===== src/rtl/blob_perimeter_tracker.sv =====
// Single-object mask statistics: area, bounding box and perimeter of all
// foreground pixels in one raster-ordered binary frame. Each incoming pixel
// completes the 4-neighbourhood of the pixel one row above it. A flush pass
// after frame_done_in evaluates the last row against an implicit background
// row below it.
module blob_perimeter_tracker #(
   parameter int WIDTH      = 320,
   parameter int HEIGHT     = 180,
   parameter int PERIM_MODE = 0,
   localparam int AREA_W    = $clog2(WIDTH*HEIGHT) + 1,
   localparam int PERIM_W   = $clog2(4*WIDTH*HEIGHT) + 1
) (
   input  logic               clk_in,
   input  logic               rst_in,
   input  logic [10:0]        x_in,
   input  logic [9:0]         y_in,
   input  logic               mask_in,
   input  logic               pixel_valid_in,
   input  logic               frame_done_in,
   output logic [PERIM_W-1:0] perimeter,
   output logic [AREA_W-1:0]  area,
   output logic [10:0]        x_min,
   output logic [10:0]        x_max,
   output logic [9:0]         y_min,
   output logic [9:0]         y_max,
   output logic               busy_out,
   output logic               valid_out
);

   localparam int            XW     = (WIDTH > 1) ? $clog2(WIDTH) : 1;
   localparam logic [10:0]   X_LIM  = 11'(WIDTH);
   localparam logic [9:0]    Y_LIM  = 10'(HEIGHT);
   localparam logic [XW-1:0] X_LAST = XW'(WIDTH - 1);

   typedef enum logic [1:0] {IDLE, ACCUM, FLUSH, DONE} state_t;

   state_t             state_q, state_d;
   logic [WIDTH-1:0]   buf0_q, buf1_q;
   logic               lreg_q;
   logic [XW-1:0]      fx_q;
   logic [AREA_W-1:0]  area_q, area_d, area_base;
   logic [PERIM_W-1:0] perim_q, perim_d, perim_base;
   logic [10:0]        xmin_q, xmin_d, xmax_q, xmax_d;
   logic [9:0]         ymin_q, ymin_d, ymax_q, ymax_d;

   logic               in_frame, start, accept, last_flush;
   logic [XW-1:0]      xi, ci, ri;
   logic               c_ctr, c_up, c_dn, c_lf, c_rt, eval;
   logic [2:0]         inc;

   // Perimeter contribution of one centre pixel given its 4-neighbourhood.
   function automatic logic [2:0] perim_inc(input logic c, input logic u, input logic d,
                                            input logic l, input logic r);
      if (!c)
         return 3'd0;
      if (PERIM_MODE == 0)
         return {2'b00, ~(u & d & l & r)};
      return {2'b00, ~u} + {2'b00, ~d} + {2'b00, ~l} + {2'b00, ~r};
   endfunction

   assign xi         = x_in[XW-1:0];
   assign in_frame   = pixel_valid_in && (x_in < X_LIM) && (y_in < Y_LIM);
   assign start      = in_frame && (x_in == 11'd0) && (y_in == 10'd0) &&
                       ((state_q == IDLE) || (state_q == ACCUM));
   assign accept     = in_frame && ((state_q == ACCUM) || start);
   assign last_flush = (state_q == FLUSH) && (fx_q == X_LAST);
   assign busy_out   = (state_q == FLUSH);

   // Frame sequencing state register.
   always_ff @(posedge clk_in or posedge rst_in) begin
      if (rst_in)
         state_q <= IDLE;
      else
         state_q <= state_d;
   end

   // Next-state: start on pixel (0,0), flush on frame end, one result cycle.
   always_comb begin
      state_d = state_q;
      case (state_q)
         IDLE:    if (start)         state_d = ACCUM;
         ACCUM:   if (frame_done_in) state_d = FLUSH;
         FLUSH:   if (last_flush)    state_d = DONE;
         DONE:                       state_d = IDLE;
         default:                    state_d = IDLE;
      endcase
   end

   // Neighbourhood of the centre being evaluated: (x, y-1) while streaming,
   // (fx, HEIGHT-1) with a background row below while flushing.
   always_comb begin
      ci   = xi;
      c_up = 1'b0;
      c_dn = 1'b0;
      eval = 1'b0;
      if (state_q == FLUSH) begin
         ci   = fx_q;
         c_up = buf0_q[fx_q];
         eval = 1'b1;
      end else begin
         c_up = (y_in >= 10'd2) ? buf0_q[xi] : 1'b0;
         c_dn = mask_in;
         eval = accept && (y_in != 10'd0);
      end
      ri    = ci + XW'(1);
      c_ctr = buf1_q[ci];
      c_lf  = (ci != '0) ? lreg_q : 1'b0;
      c_rt  = (ci != X_LAST) ? buf1_q[ri] : 1'b0;
      inc   = eval ? perim_inc(c_ctr, c_up, c_dn, c_lf, c_rt) : 3'd0;
   end

   // Accumulator next-state; a start pixel clears before it is counted.
   always_comb begin
      area_base  = start ? '0 : area_q;
      perim_base = start ? '0 : perim_q;
      area_d     = area_base;
      perim_d    = perim_base;
      xmin_d     = xmin_q;
      xmax_d     = xmax_q;
      ymin_d     = ymin_q;
      ymax_d     = ymax_q;
      if (accept) begin
         perim_d = perim_base + PERIM_W'(inc);
         if (mask_in) begin
            area_d = area_base + AREA_W'(1);
            if (area_base == '0) begin
               xmin_d = x_in;
               xmax_d = x_in;
               ymin_d = y_in;
               ymax_d = y_in;
            end else begin
               if (x_in < xmin_q) xmin_d = x_in;
               if (x_in > xmax_q) xmax_d = x_in;
               if (y_in < ymin_q) ymin_d = y_in;
               if (y_in > ymax_q) ymax_d = y_in;
            end
         end
      end else if (state_q == FLUSH) begin
         perim_d = perim_q + PERIM_W'(inc);
      end
   end

   // Accumulators, flush column counter and registered results.
   always_ff @(posedge clk_in or posedge rst_in) begin
      if (rst_in) begin
         area_q    <= '0;
         perim_q   <= '0;
         xmin_q    <= '0;
         xmax_q    <= '0;
         ymin_q    <= '0;
         ymax_q    <= '0;
         fx_q      <= '0;
         perimeter <= '0;
         area      <= '0;
         x_min     <= '0;
         x_max     <= '0;
         y_min     <= '0;
         y_max     <= '0;
         valid_out <= 1'b0;
      end else begin
         area_q    <= area_d;
         perim_q   <= perim_d;
         xmin_q    <= xmin_d;
         xmax_q    <= xmax_d;
         ymin_q    <= ymin_d;
         ymax_q    <= ymax_d;
         fx_q      <= (state_q == FLUSH) ? fx_q + XW'(1) : '0;
         valid_out <= 1'b0;
         if (last_flush) begin
            valid_out <= 1'b1;
            area      <= area_q;
            if (area_q == '0) begin
               perimeter <= '0;
               x_min     <= '0;
               x_max     <= '0;
               y_min     <= '0;
               y_max     <= '0;
            end else begin
               perimeter <= perim_d;
               x_min     <= xmin_q;
               x_max     <= xmax_q;
               y_min     <= ymin_q;
               y_max     <= ymax_q;
            end
         end
      end
   end

   // Two-row line buffer plus the pre-overwrite left neighbour.
   always_ff @(posedge clk_in) begin
      if (accept) begin
         buf0_q[xi] <= buf1_q[xi];
         buf1_q[xi] <= mask_in;
         lreg_q     <= buf1_q[xi];
      end else if (state_q == FLUSH) begin
         lreg_q     <= buf1_q[fx_q];
      end
   end

endmodule


===== config.mk =====
export PLATFORM = sky130hd
export DESIGN_NAME = blob_perimeter_tracker
export DESIGN_NICKNAME = d
export VERILOG_FILES = /design/src/rtl/blob_perimeter_tracker.sv
export SDC_FILE = /design/constraint.sdc
export NUM_CORES = 2
export LEC_CHECK = 0
export ABC_AREA = 1
export CORE_UTILIZATION = 45
export DETAILED_ROUTE_END_ITERATION = 8
export PLACE_DENSITY = 0.58
export SLEW_MARGIN = 20
export SYNTH_ARGS = -nofsm -noshare
export SYNTH_HDL_FRONTEND = slang
export SYNTH_SLANG_ARGS = --single-unit

===== constraint.sdc =====
create_clock -name clk_in -period 9.3 [get_ports clk_in]
set_input_delay 2.325 -clock clk_in [delete_from_list [all_inputs] [get_ports clk_in]]
set_output_delay 2.325 -clock clk_in [all_outputs]
set_load 0.01 [all_outputs]

==> results.toml <==
[outcome]
outcome = "completed"

[timing]
worst_slew_pin_slew_ps = 1370
maxSlewHeadroom_pct = 8.54
setup_slack_ps = 1650
finalClockSkew_ps = 37.5
finalMaxSlewViolations = 0
hold_viol_final = 0
setup_tns_ps = 0
post-route-period-util_pct = 82.2
setup_viol = 0
rsz0062_at_grt = "no"
max_freq_mhz = 131
finalCriticalPeriod_ps = 7650

[setup_path]
r2r_cells = 31
r2r_slack_ps = 2380
cp_slowest_cell = "clkdlybuf4s50_1"
worst_setup_path_start_kind = "input pin"
rr_endpoint = "perimeter[18]$_DFFE_PP0P_"
worstPathRequired_ps = 9860
crit_path_end_kind = "flip-flop"
reg2reg_from = "fx_q[0]$_DFF_PP0_"
critPathMaxFanout = 40
arrival_ps = 8210
path_class = "in -> reg"
cpPeakStageDelay_ps = 740
crit_top_cell = "nand2_1"

[placement]
gp_congestion = 1.02
dp_cells = 6662
port_buffers = 105
placed_area_um2 = 47000
place_ws_ps = 1120
dp_hpwl_mm = 111

[synthesis]
yosysTopAreaCell = "edfxtp_1"
yosys_warnings = 0
synth_edf_count = 641
synth_area_per_cell_um2 = 8.12
syn-num-nets = 5617
async_flop_share_pct = 20.8
synthTopCellsByCount = "nand2_1, nand3_1, edfxtp_1, o21ai_0, nor2_1"
synth_ff_type = "edfxtp_1"
ys_ff_latch = 809
synth_area_um2 = 45000
yosysMostFrequentCell = "nand2_1"
synth_cells = 5539
synth_top_area_share_pct = 42.8
yosys.cell_types.count = 55
synthTopCellsByArea = "edfxtp_1, nand2_1, dfrtp_1"
seq_area_frac_synth_pct = 52.1

[cts]
cts_tree = "built"
clk_latency_ps = 700
cts-root-buf = "clkbuf_16"
cts_buffer_depth = 3
cts_resized = 0
cts_sinks = 809
cts_htree_levels = 3
postCtsHoldBufs = 0
cts_made_buffers = 91
clk_pin_slew_worst_paths_ps = 60
postCtsSetupBuffers = 0

[final_layout]
final_cells = 6831
fin_nets = 5546
design_area_um2 = 49900
area_growth_pct = 11.0
drive_above_1_share_pct = 5.58
final_util_pct = 50.6

[run]
cap_viol_max_count = 0

[die]
core.rowCount = 115
dieHeight_um = 318
ios = 106
start_util_pct = 45.6
fp.dieW_um = 318
design.core.area_um2 = 98700
dieArea_um2 = 101000

[route]
routed_wl_mm = 177
drt_pass1_iterations = 9
ant_nets = 0
num_vias = 41756
routedWlPerCell_um = 25.9
via_per_inst = 6.11
drt_iter0_drc = 5902
drc_errors = 0

[grt]
grt_pass1_wl_mm = 261
grt_overflow_total = 0
grt_max_degree = 230
antenna_found_initial = 3
first_global_vias = 38691
grt.total_usage_pct = 34.4

[min_path]
hold_path_class = "reg -> reg"
min_to = "perimeter[9]$_DFFE_PP0P_"
hold_start = "perimeter[9]$_DFFE_PP0P_"
holdPathStages = 2

[power_and_ir_drop]
p_leak_nw = 19.5
ir_worst_vdd_v = 0.000157
powerDensity_nw_per_um2 = 167
layer usage:
metal | up-vias | track usage [%] | wire [um]
met3 | 589 | 7.77 | 19500
met2 | 2668 | 52.2 | 77400
met5 | - | 0 | 0
met1 | 19796 | 46.0 | 69700
li1 | 18703 | - | -
met4 | 0 | 18.3 | 10500
how the worst max path moves through the flow:
stage	to	cells past startpoint	start	slack (ps)
2_1_floorplan	buf0_q[0]$_DFFE_PP_	14	x_in[1]	640
3_3_place_gp	perimeter[18]$_DFFE_PP0P_	30	x_in[1]	1220
3_5_place_dp	perimeter[18]$_DFFE_PP0P_	30	x_in[2]	1120
4_1_cts	perimeter[18]$_DFFE_PP0P_	30	x_in[2]	1830
5_1_grt	perimeter[18]$_DFFE_PP0P_	30	x_in[2]	1280
6_report	perimeter[18]$_DFFE_PP0P_	30	x_in[2]	1650
placed cells by master (no fill, tap or decap), types with 14 or more instances in the layout:
master / synthesis / final
a21oi_1: 193 / 193
a22oi_1: 16 / 16
buf_4: 25 / 87
clkbuf_1: 219 / 15
clkbuf_16: 0 / 92
clkdlybuf4s50_1: 0 / 102
clkinv_1: 4 / 17
clkinv_2: 1 / 14
dfrtp_1: 168 / 165
edfxtp_1: 641 / 641
ha_1: 52 / 51
inv_1: 335 / 329
inv_2: 14 / 15
nand2_1: 1669 / 1662
nand3_1: 665 / 663
nand3b_1: 17 / 17
nand4_1: 59 / 59
nor2_1: 500 / 497
nor3_1: 25 / 25
o2111ai_1: 16 / 16
o211ai_1: 69 / 69
o21ai_0: 582 / 582
o21ai_1: 28 / 28
xor2_1: 19 / 19
where the power goes:
part	total, mW	switching, mW	internal [mW]
clock	3.62	1.57	2.06
sequential	3.95	0.00193	3.95
combinational	0.785	0.599	0.186
per-stage QoR:
step	power, mW	hold slack [ps]
after floorplan	4.48	453
after global placement	4.78	464
after detailed placement	4.78	466
after CTS	8.37	483
after global routing	8.57	504
final	8.36	476
registers in the layout, summed over array words and instances (netlist names), 9 cells and up:
name       flops
perimeter     19
buf1_q       320
buf0_q       320
perim_q       19
ymin_q        10
xmin_q        11
xmax_q        11
fx_q           9
y_max         10
ymax_q        10
x_min         11
area_q        17
area          17
y_min         10
x_max         11
layout make-up:
class / count / area, um^2
Sequential cell: 809 / 23500
Inverter: 354 / 1340
Clock inverter: 55 / 533
Clock buffer: 111 / 2410
Multi-Input combinational cell: 4008 / 18600
Timing Repair Buffer: 204 / 1950
Tap cell: 1287 / 1610
Antenna cell: 3 / 7.51
Fill cell: 9487 / 48800
cell families (layout without fill, tap and decap cells):
logic type               Yosys count  after routing  share of synthesized area (%)
AND/OR/NAND/NOR                 2971           2971                           27.5
AO/OA/AOI/OAI                    960            960                           11.7
flip-flops                       809            809                           52.1
buffers and inverters            722            724                           6.69
adder cells (fa/ha/maj)           52             52                           1.45
XOR/XNOR                          24             24                          0.467
multiplexers                       1              1                         0.0223
other                              0              3                              0
worst max-delay path: cells and delay by family:
family / cells / cell delay (ps)
buf+inv: 4 / 1440
simple gates: 21 / 3680
fa+ha+maj: 2 / 460
compound gates: 3 / 290
(Power assumes the default switching activity.)
